**src/rtl/audio_tone_gen.sv**
```systemverilog
// Multi-channel HDMI audio test-tone source: a fractional-N sample strobe drives
// per-channel phase accumulators feeding a one-entry valid/ready output register.
module audio_tone_gen #(
  parameter int CLK_HZ    = 25_200_000,
  parameter int SAMPLE_HZ = 48_000,
  parameter int BIT_WIDTH = 16,
  parameter int CHANNELS  = 2,
  parameter int ACC_WIDTH = 32
) (
  input  logic                          clk_pixel,
  input  logic                          reset_n,
  input  logic                          enable,
  input  logic [3*CHANNELS-1:0]         mode,
  input  logic [BIT_WIDTH*CHANNELS-1:0] step,
  output logic [BIT_WIDTH*CHANNELS-1:0] sample_word,
  output logic                          sample_valid,
  input  logic                          sample_ready,
  output logic [7:0]                    overrun_count
);

  localparam int W = BIT_WIDTH;
  localparam logic [ACC_WIDTH-1:0] SAMPLE_INC = ACC_WIDTH'(SAMPLE_HZ);
  localparam logic [ACC_WIDTH-1:0] CLK_LIM    = ACC_WIDTH'(CLK_HZ);
  localparam logic [W-1:0] HALF   = {1'b1, {(W-1){1'b0}}};
  localparam logic [W-1:0] SQ_POS = {1'b0, {(W-1){1'b1}}};
  localparam logic [W-1:0] SQ_NEG = {1'b1, {(W-2){1'b0}}, 1'b1};

  logic [ACC_WIDTH-1:0]  acc;
  logic [ACC_WIDTH-1:0]  acc_sum;
  logic                  tick;
  logic [W-1:0]          phase  [CHANNELS];
  logic [W-1:0]          p_next [CHANNELS];
  logic [W-2:0]          tri_mag;
  logic [W*CHANNELS-1:0] wave_word;

  // acc always stays below CLK_HZ, so acc_sum cannot overflow ACC_WIDTH.
  assign acc_sum = acc + SAMPLE_INC;
  assign tick    = enable && (acc_sum >= CLK_LIM);

  always_comb begin
    wave_word = '0;
    tri_mag   = '0;
    for (int c = 0; c < CHANNELS; c++) begin
      p_next[c] = phase[c] + step[c*W +: W];
      tri_mag   = p_next[c][W-1] ? ~p_next[c][W-2:0] : p_next[c][W-2:0];
      case (mode[3*c +: 3])
        3'd1:    wave_word[c*W +: W] = p_next[c];
        3'd2:    wave_word[c*W +: W] = -p_next[c];
        3'd3:    wave_word[c*W +: W] = p_next[c][W-1] ? SQ_NEG : SQ_POS;
        3'd4:    wave_word[c*W +: W] = {tri_mag, 1'b0} ^ HALF;
        default: wave_word[c*W +: W] = '0;
      endcase
    end
  end

  // Handshake: a sample moves to the consumer on any cycle where sample_valid and
  // sample_ready are both high; a new sample replaces an unconsumed one (overrun).
  always_ff @(posedge clk_pixel) begin
    if (!reset_n) begin
      acc           <= '0;
      sample_word   <= '0;
      sample_valid  <= 1'b0;
      overrun_count <= '0;
      for (int c = 0; c < CHANNELS; c++) phase[c] <= '0;
    end else begin
      if (enable) acc <= tick ? (acc_sum - CLK_LIM) : acc_sum;
      if (tick) begin
        for (int c = 0; c < CHANNELS; c++) phase[c] <= p_next[c];
        sample_word  <= wave_word;
        sample_valid <= 1'b1;
        if (sample_valid && !sample_ready && overrun_count != 8'hFF)
          overrun_count <= overrun_count + 8'd1;
      end else if (sample_valid && sample_ready) begin
        sample_valid <= 1'b0;
      end
    end
  end

endmodule

```
**config.mk**
```make
export PLATFORM = sky130hd
export DESIGN_NAME = audio_tone_gen
export DESIGN_NICKNAME = d
export VERILOG_FILES = /design/src/rtl/audio_tone_gen.sv
export SDC_FILE = /design/constraint.sdc
export NUM_CORES = 1
export LEC_CHECK = 0
export ABC_AREA = 1
export CAP_MARGIN = 20
export CORE_MARGIN = 2
export CORE_UTILIZATION = 30
export DETAILED_ROUTE_END_ITERATION = 10
export GPL_ROUTABILITY_DRIVEN = 0
export SLEW_MARGIN = 20
export SYNTH_ARGS = -nofsm -noshare
export SYNTH_HDL_FRONTEND = slang
export SYNTH_SLANG_ARGS = --single-unit
export TNS_END_PERCENT = 1
```
**constraint.sdc**
```tcl
create_clock -name clk_pixel -period 2.9 [get_ports clk_pixel]
set_clock_uncertainty 0.05 [all_clocks]
set_input_delay 0.58 -clock clk_pixel [delete_from_list [all_inputs] [get_ports clk_pixel]]
set_output_delay 0.58 -clock clk_pixel [all_outputs]
set_load 0.05 [all_outputs]
```
; ---- Word-level counts from Yosys, hierarchy flattened
; Memories as Yosys holds them, arrays and structs flattened.
; Cells that the tools add are included.
[word_totals]
regBits = 73
latchBits = 0
mem_bits_rw = 32
rom_bits = 0
in_bits = 42
out_inout_bits = 41
n_memories = 1
[op_classes]
n_addsub = 7
mul = 0
n_div = 0
order_cmp = 1
eq_ne = 9
n_shift = 0
muxes = 15
n_bitwise = 6
reduce_logical = 7
[mem_list]
columns = memory, depth, width, rd, rd_clocked_by_memory_dff, write_ports, line
row1 = phase, 2, 16, 2, 0, 2, 31  ; logic [W-1:0] phase [CHANNELS];
[ops]
columns = op, count
row1 = $pmux W16 S4, 2
row2 = $mux W16, 4
row3 = $add A16 B16 Y16, 2
row4 = $add A32 B16 Y32 const B, 1
row5 = $ge A32 B25 Y1 const B, 1
row6 = $mux W32, 1
row7 = $neg A16 Y16, 2
row8 = $sub A32 B25 Y32 const B, 1
row9 = $mux W15, 2
row10 = $not A15 Y15, 2
row11 = $eq A3 B2 Y1 const B, 4
row12 = $add A8 B1 Y8 const B, 1
row13 = $ne A8 B8 Y1 const B, 1
row14 = $eq A3 B1 Y1 const B, 2
row15 = $eq A3 B3 Y1 const B, 2
row16 = $mux W1, 6
row17 = $logic_and A1 B1 Y1, 4
row18 = $not A1 Y1, 2
row19 = $or A1 B1 Y1, 2
row20 = $reduce_and A2 Y1, 1
row21 = $reduce_bool A2 Y1, 1
row22 = $logic_not A1 Y1, 1

; ---- Depth between registers and ports, before layout
[logic_depth]
word_depth = 7
depth_mapped = 22

; ---- Least setup slack after synthesis
; OpenSTA, ideal clock, no wires.
[synth_path]
path_kind = flip-flop to flip-flop
from = register acc[7]
to = memory phase[0][0] in the netlist's numbering (enable)
setup_ns = 0.387
t_arrival_ns = 2.742
required_time_ns = 2.463
slack_ns = -0.279
path_stages_with_launch = 17
n_path_buf = 1
synth_period_minus_slack_ns = 3.179
cell_sequence = dfxtp_1 inv_2 ha_1 nand2_1 nand2_2 xor2_1 inv_1 nor2_1 nand3_1 nor2_1 nand4_2 nand2_4 nand2_4 inv_4 nor2_4 buf_4 inv_1
[synth_lines]
columns = element, line
row1 = "start, declared", 28  ; logic [ACC_WIDTH-1:0] acc;
row2 = "start signal, assigned", 66  ; if (enable) acc <= tick ? (acc_sum - CLK_LIM) : acc_sum;
row3 = "end, declared", 31

==> implementation parameters <==
Parameter                              Value

Outcome
  Status ... complete, no violations

CTS
  Clk root buf ... clkbuf_16
  Clock tree from TritonCTS ... yes
  Insertion delay of the later-clocked pin in the worst-skew pair ... 360 ps
  Buffers from clock root to sink, at most ... 2
  Clock net sink count ... 98
  Number of buffers created by CTS ... 9
  Clock Pin Slew Worst Setup and Hold Paths ... 70 ps
  Deepest level of the CTS H-tree ... 3
  Hold buffers post-CTS ... 0

Power
  Clock network fraction of total power ... 0.166
  Sequential cell fraction of total power ... 0.219
  Part of the power in combinational logic ... 0.616
  Net load switching power ... 3.79 mW
  Cell internal pwr ... 4.53 mW
  Switching part of the total power ... 0.455
  Total power ... 8.31 mW
  Cell area power density ... 681 mW/mm^2
  Largest voltage drop on the vdd net ... 0.261 mV
  Static leakage ... 5.99 nW

Die
  Floorplan die area ... 0.0310 mm^2
  Area inside the core boundary ... 0.0294 mm^2
  Total number of placement rows ... 63
  Die span in x ... 176 um
  Io pins ... 83
  Vertical die dimension ... 176 um
  Initial core utilization ... 0.302

Placed design
  Post-detail-place hpwl ... 23100 um
  Post-place setup slack ... -473 ps
  Number of buffers added on ports ... 82
  Cell count after placement ... 2127

Worst setup path
  Critical R2R Launch ... acc[7]$_SDFFE_PN0P_
  Register-to-register path setup slack ... 60 ps
  Endpoint class of the critical path ... flip-flop
  Critical path peak fanout ... 3
  R2r endpoint ... phase[0][16]$_SDFFCE_PN0P_
  Reg2Reg Depth ... 17
  WS Path Type ... primary input to flip-flop
  Arrival time of data at the critical path endpoint ... 3080 ps
  Worst Setup Start Kind ... primary input
  Worst EP required ... 3110 ps

Finish
  Nets ... 1831
  Diode count ... 0
  Utilization after layout ... 0.415
  Number of fillers in the final layout ... 3078
  Most common cell after layout, fill and taps aside ... nand2_1
  Layout Cells excl Fill ... 2147
  Layout cells sized above 1 ... 0.197
  Commonest non-fill, non-tap cells in the layout ... nand2_1, buf_4, nand3_1, inv_1, nor2_1
  Area added between synthesis and finish ... 37.4%

STA
  Total setup violations reported at the end of the flow ... 0
  Final setup TNS ... 0 ps
  Worst-case headroom to the max-slew limit ... 0.580
  Unrepaired setup endpoints after global routing ... true
  Minimum setup slack in the final design ... 32.1 ps
  Hold Vio Cnt, Final ... 0
  Share of the clock period used by the worst path ... 0.989
  Slew at the pin with the worst max-slew slack ... 628 ps
  Total count of max-transition violations in the final report ... 0
  Achievable frequency ... 349 MHz
  Final critical path time including I/O delays and setup ... 2870 ps

Synthesis
  Post-synthesis instance area ... 0.00889 mm^2
  Count of unique library cells instantiated by Yosys ... 45
  Cell count after synthesis ... 1480
  Synthesis warning total ... 0
  Synthesized net count ... 1559
  Synthesis-stage register bit count ... 98
  Register area share after synthesis ... 0.257
  Mapped Avg Cell Area ... 6.00 um^2

Global routing
  Total grt overflow ... 0
  Largest net degree at the start of global routing ... 43
  Total GRT Usage ... 0.189
  Vias in the first global route ... 9839
  Number of antenna violations at the first check in global routing ... 0
  Global-route wire length before repair ... 47600 um

Routing
  Post-detailed-route DRC marker count ... 0
  Via-to-Cell Ratio ... 4.87
  Aggregate routed wire length ... 29500 um
  Via count ... 10.4k
  DRC marker count from the first detailed-route iteration ... 778
  Average detailed-routed wire length per instance ... 13.7 um
  Antenna violation net count after detailed routing ... 0
  Initial DRT Pass Iterations ... 7

Hold path
  Class of the worst hold path ... flip-flop to flip-flop
  Count of cells along the worst hold path ... 2
  WHS Endpoint ... sample_word[12]$_SDFFE_PN0P_
  Worst Min Path Start ... sample_word[12]$_SDFFE_PN0P_

Job
  Number of max-cap violations ... 0
## power groups by stage
stage | logic, mW | clock network (mW) | registers (mW)
after CTS | 4.97 | 1.43 | 1.82
after detailed placement | 4.92 | 0 | 1.84
after floorplan | 2.71 | 0 | 1.96
after global placement | 4.88 | 0 | 1.84
after global routing | 5.65 | 1.47 | 1.85
final | 5.12 | 1.38 | 1.82
## sequential cells by signal, indices dropped and copies added (netlist names)
signal / count
sample_valid: 1
phase: 32
overrun_count: 8
sample_word: 32
acc: 25
## per-stage QoR
step                      area [um^2]  hold WS [ps]
after floorplan                  8960           409
after global placement          11700           386
after detailed placement        11700           394
after CTS                       12100           408
after global routing            12200           426
final                           12200           405
## critical path, cell delays in order
cell and delay [ps]:
clkdlybuf4s50_1 400, ha_1 230, fa_2 580, inv_1 70, ha_1 210, nand2_1 90
nor2_1 70, buf_4 130, buf_4 130, a21oi_1 120, o21ai_0 100, a21oi_1 150
nand3_1 90, nand2_1 70, inv_1 30
## layer usage
layer / share of wire / global-route usage / vias to the layer above
li1: - / - / 5381
met1: 0.47 / 0.248 / 4731
met2: 0.46 / 0.315 / 285
met3: 0.047 / 0.0256 / 49
met4: 0.028 / 0.0737 / 0
met5: 0 / 0 / -
## synthesized netlist by cell type, drive strengths merged
cell type,instances,share of area
o221ai,1,0.00099
a21o,1,0.00085
o2111ai,3,0.0030
o21ai,74,0.042
xnor2,6,0.0059
a31oi,5,0.0035
xor2,16,0.018
inv,170,0.072
a21oi,89,0.050
dfxtp,66,0.15
nor2,169,0.081
o21a,4,0.0034
nand4,30,0.022
clkinv,3,0.0013
o22ai,4,0.0028
nand3,177,0.10
o2111a,1,0.0013
fa,2,0.0045
nand3b,13,0.011
or2,3,0.0021
clkbuf,16,0.0068
o211ai,8,0.0068
nor3,20,0.012
edfxtp,32,0.11
o21bai,4,0.0034
buf,20,0.016
a32oi,2,0.0020
nand2,506,0.22
ha,35,0.049
## final cells by class
cell class / instances / area [um^2] / share of cell area
Multi-Input combinational cell: 1173 / 5940 / 0.486
Timing Repair Buffer: 297 / 2500 / 0.205
Sequential cell: 98 / 2290 / 0.188
Inverter: 173 / 663 / 0.0543
Tap cell: 390 / 488 / 0.0400
Clock buffer: 10 / 250 / 0.0205
Clock inverter: 6 / 78.8 / 0.00645
## how the worst max path moves through the flow
stage / startpoint / end / slack, ps / cells after the start
floorplan: acc[8]$_SDFFE_PN0P_ / phase[0][0]$_SDFFCE_PN0P_ / -50 / 21
global placement: step[16] / sample_word[26]$_SDFFE_PN0P_ / -460 / 19
detailed placement: step[16] / sample_word[26]$_SDFFE_PN0P_ / -470 / 19
CTS: step[17] / sample_word[26]$_SDFFE_PN0P_ / 5 / 18
global route: acc[7]$_SDFFE_PN0P_ / phase[0][3]$_SDFFCE_PN0P_ / -150 / 20
finish: step[0] / sample_word[8]$_SDFFE_PN0P_ / 30 / 15
## timing repair
item / 4_1_cts / 5_1_grt
pin swaps: 9 / 2
setup buffers: 1 / 3
setup endpoints to repair: 37 / 114
gates cloned: 0 / 0
resized for setup: 10 / 36
## kinds of logic (layout without fill, tap and decap cells)
| logic type | count (synthesis) | count (layout) | share of synthesized area |
|---|---|---|---|
| AND/OR/NAND/NOR | 918 | 918 | 0.450 |
| buffers and inverters | 209 | 486 | 0.0962 |
| AO/OA/AOI/OAI | 196 | 196 | 0.120 |
| flip-flops | 98 | 98 | 0.257 |
| adder cells (fa/ha/maj) | 37 | 37 | 0.0538 |
| XOR/XNOR | 22 | 22 | 0.0238 |
Note: power is estimated with default switching activity, not from simulation.
==> patch (same settings) <==
The parameter `CLK_HZ` goes from 25_200_000 to 18_900_000.
--- a/src/rtl/audio_tone_gen.sv
+++ b/src/rtl/audio_tone_gen.sv
@@ -1,7 +1,7 @@
 // Multi-channel HDMI audio test-tone source: a fractional-N sample strobe drives
 // per-channel phase accumulators feeding a one-entry valid/ready output register.
 module audio_tone_gen #(
-  parameter int CLK_HZ    = 25_200_000,
+  parameter int CLK_HZ    = 18_900_000,
   parameter int SAMPLE_HZ = 48_000,
   parameter int BIT_WIDTH = 16,
   parameter int CHANNELS  = 2,
Formal check against the unedited RTL: no difference found for any inputs over 10 cycles, from zero or initial values and one cycle with reset_n low; that may be too few to reach the edited logic, so the function may still have changed.
==> patch against the original RTL <==
- die area is 1.5% lower
- sequential cell count up 2
- design area rose by 2.5%
- core utilization increased by 2.1 points
- routed wire length is 1.4% higher
- global-route usage increased by 0.075 points
- sequential share of layout area decreased by 0.060 points
- critical path depth grew 4
- area after synthesis down 1.5%
- power down 8.0%
- hold slack improved by 0.025 ns
- critical endpoint is now phase[0][17]
- setup slack better by 0.091 ns
==> patch: results (changes against the original RTL) <==
Detailed routing
  – Max Used Layer: met4
  – Vias per cell: 4.883 (+0.35%)
  – Met3 wire length: 1.354 mm (-2.9%)
  – Number of iterations in the first detailed-routing pass: 5 (-2)
  – Post-Route WL: 29.92 mm (+1.4%)
  – Metal2 WL: 13.91 mm (+3.3%)
  – Detailed Route Iter0 Violations: 671 (-14%)
  – Met1 WL: 14.05 mm (+1.7%)

Placed design
  – Place WS: -0.6380 ns (-0.1653 ns)
  – DP HPWL: 22.48 mm (-2.6%)
  – Placed cell area: 0.01144 mm^2 (-2.3%)

Logic synthesis
  – Top post-synthesis cells by count: nand2_1 (439), nand3_1 (177), nor2_1 (162), inv_1 (158), a21oi_1 (84)
  – Sequential-to-total area share from yosys stat: 26.53% (+0.85 points)
  – Mapped Nets: 1,515 (-2.8%)
  – Ys flop type: dfxtp_1
  – Ranking of synthesized cells by area: nand2_1 (19%), dfxtp_1 (16%), edfxtp_1 (11%), nand3_1 (10%), nor2_1 (6.9%)

Clock tree
  – Setup Buffers After CTS: 9 (+8)
  – CTS buffer count: 9 (unchanged)
  – Post-CTS Resized: 32 (+22)
  – H-Tree Level Count: 3 (unchanged)
  – Hold Buf Count CTS: 0 (unchanged)

Critical path
  – Reg2reg setup slack: 0.12 ns (+0.06 ns)
  – CP max FO: 9 (+6)
  – CP peak stage delay: 0.37 ns (-0.21 ns)
  – Top delay family on crit path: simple AND/OR/NAND/NOR gates
  – Crit path from: acc[19]
  – WP data arrival: 2.85 ns (-0.23 ns)
  – Slowest CP cell: dfxtp_2
  – Reg2Reg Capture Point: phase[0][17]
  – R2R depth: 19 (+2)
  – Crit Path Category: reg -> reg

GRT
  – Gr usage total: 18.97% (+0.075 points)
  – Met2 GRT Util: 32.02% (+0.56 points)
  – Largest net degree at the start of global routing: 30 (-30%)
  – Met3 usage: 1.849% (-0.71 points)
  – GRT met1 Usage: 25.81% (+1.0 points)
  – First-pass GRT wire length: 47.41 mm (-0.48%)
  – Vias in the first global route: 9,488 (-3.6%)

Pwr
  – P_leak: 5.974 nW (-0.32%)
  – P_sw: 0.003386 W (-11%)
  – Int Power: 0.004266 W (-5.8%)
  – Worst VDD drop: 429.4 uV (+65%)
  – Power Clock: 0.00122 W (-12%)
  – Comb pwr share: 60.2% (-1.4 points)

Worst hold path
  – Hold-critical path endpoint: sample_word[8]
  – Worst hold stages: 2 (unchanged)
  – HP Start: sample_word[8]

Final layout
  – Largest regs: phase (32), sample_word (32), acc (27)
  – Layout fillers: 2,908 (-5.5%)
  – Layout Nets: 1,796 (-1.9%)
  – Share of layout cells above drive strength 1: 24.71% (+5.0 points)

Run status
  – Status: completed

STA
  – Worst-Margin Slew: 0.5854 ns (-0.04282 ns)
  – Tmin final: 2.777 ns (-0.09121 ns)
-- patch: metrics by stage --
stage / hold WS (ns) / instances
5_1_grt: 0.4581 / 2104
3_5_place_dp: 0.4203 / 2067
3_3_place_gp: 0.4167 / 2067
2_1_floorplan: 0.4079 / 1434
6_report: 0.4293 / 2104
4_1_cts: 0.4338 / 2092
-- patch: kinds of logic (layout without fill, tap and decap cells) --
family                   Yosys count  count (layout)  share of synthesized area [%]
buffers and inverters            211             496                          10.06
flip-flops                       100             100                          26.53
adder cells (fa/ha/maj)           39              39                          5.746
AND/OR/NAND/NOR                  871             872                          42.98
AO/OA/AOI/OAI                    191             191                          12.22
XOR/XNOR                          22              22                          2.459
-- patch: layout make-up --
cell class	count	area (um^2)	area share [%]
Clock buffer	9	225.2	1.800
Clock inverter	7	58.81	0.4700
Inverter	171	651.9	5.210
Multi-Input combinational cell	1124	6120	48.91
Sequential cell	100	2341	18.71
Tap cell	384	480.5	3.840
Timing Repair Buffer	309	2635	21.06
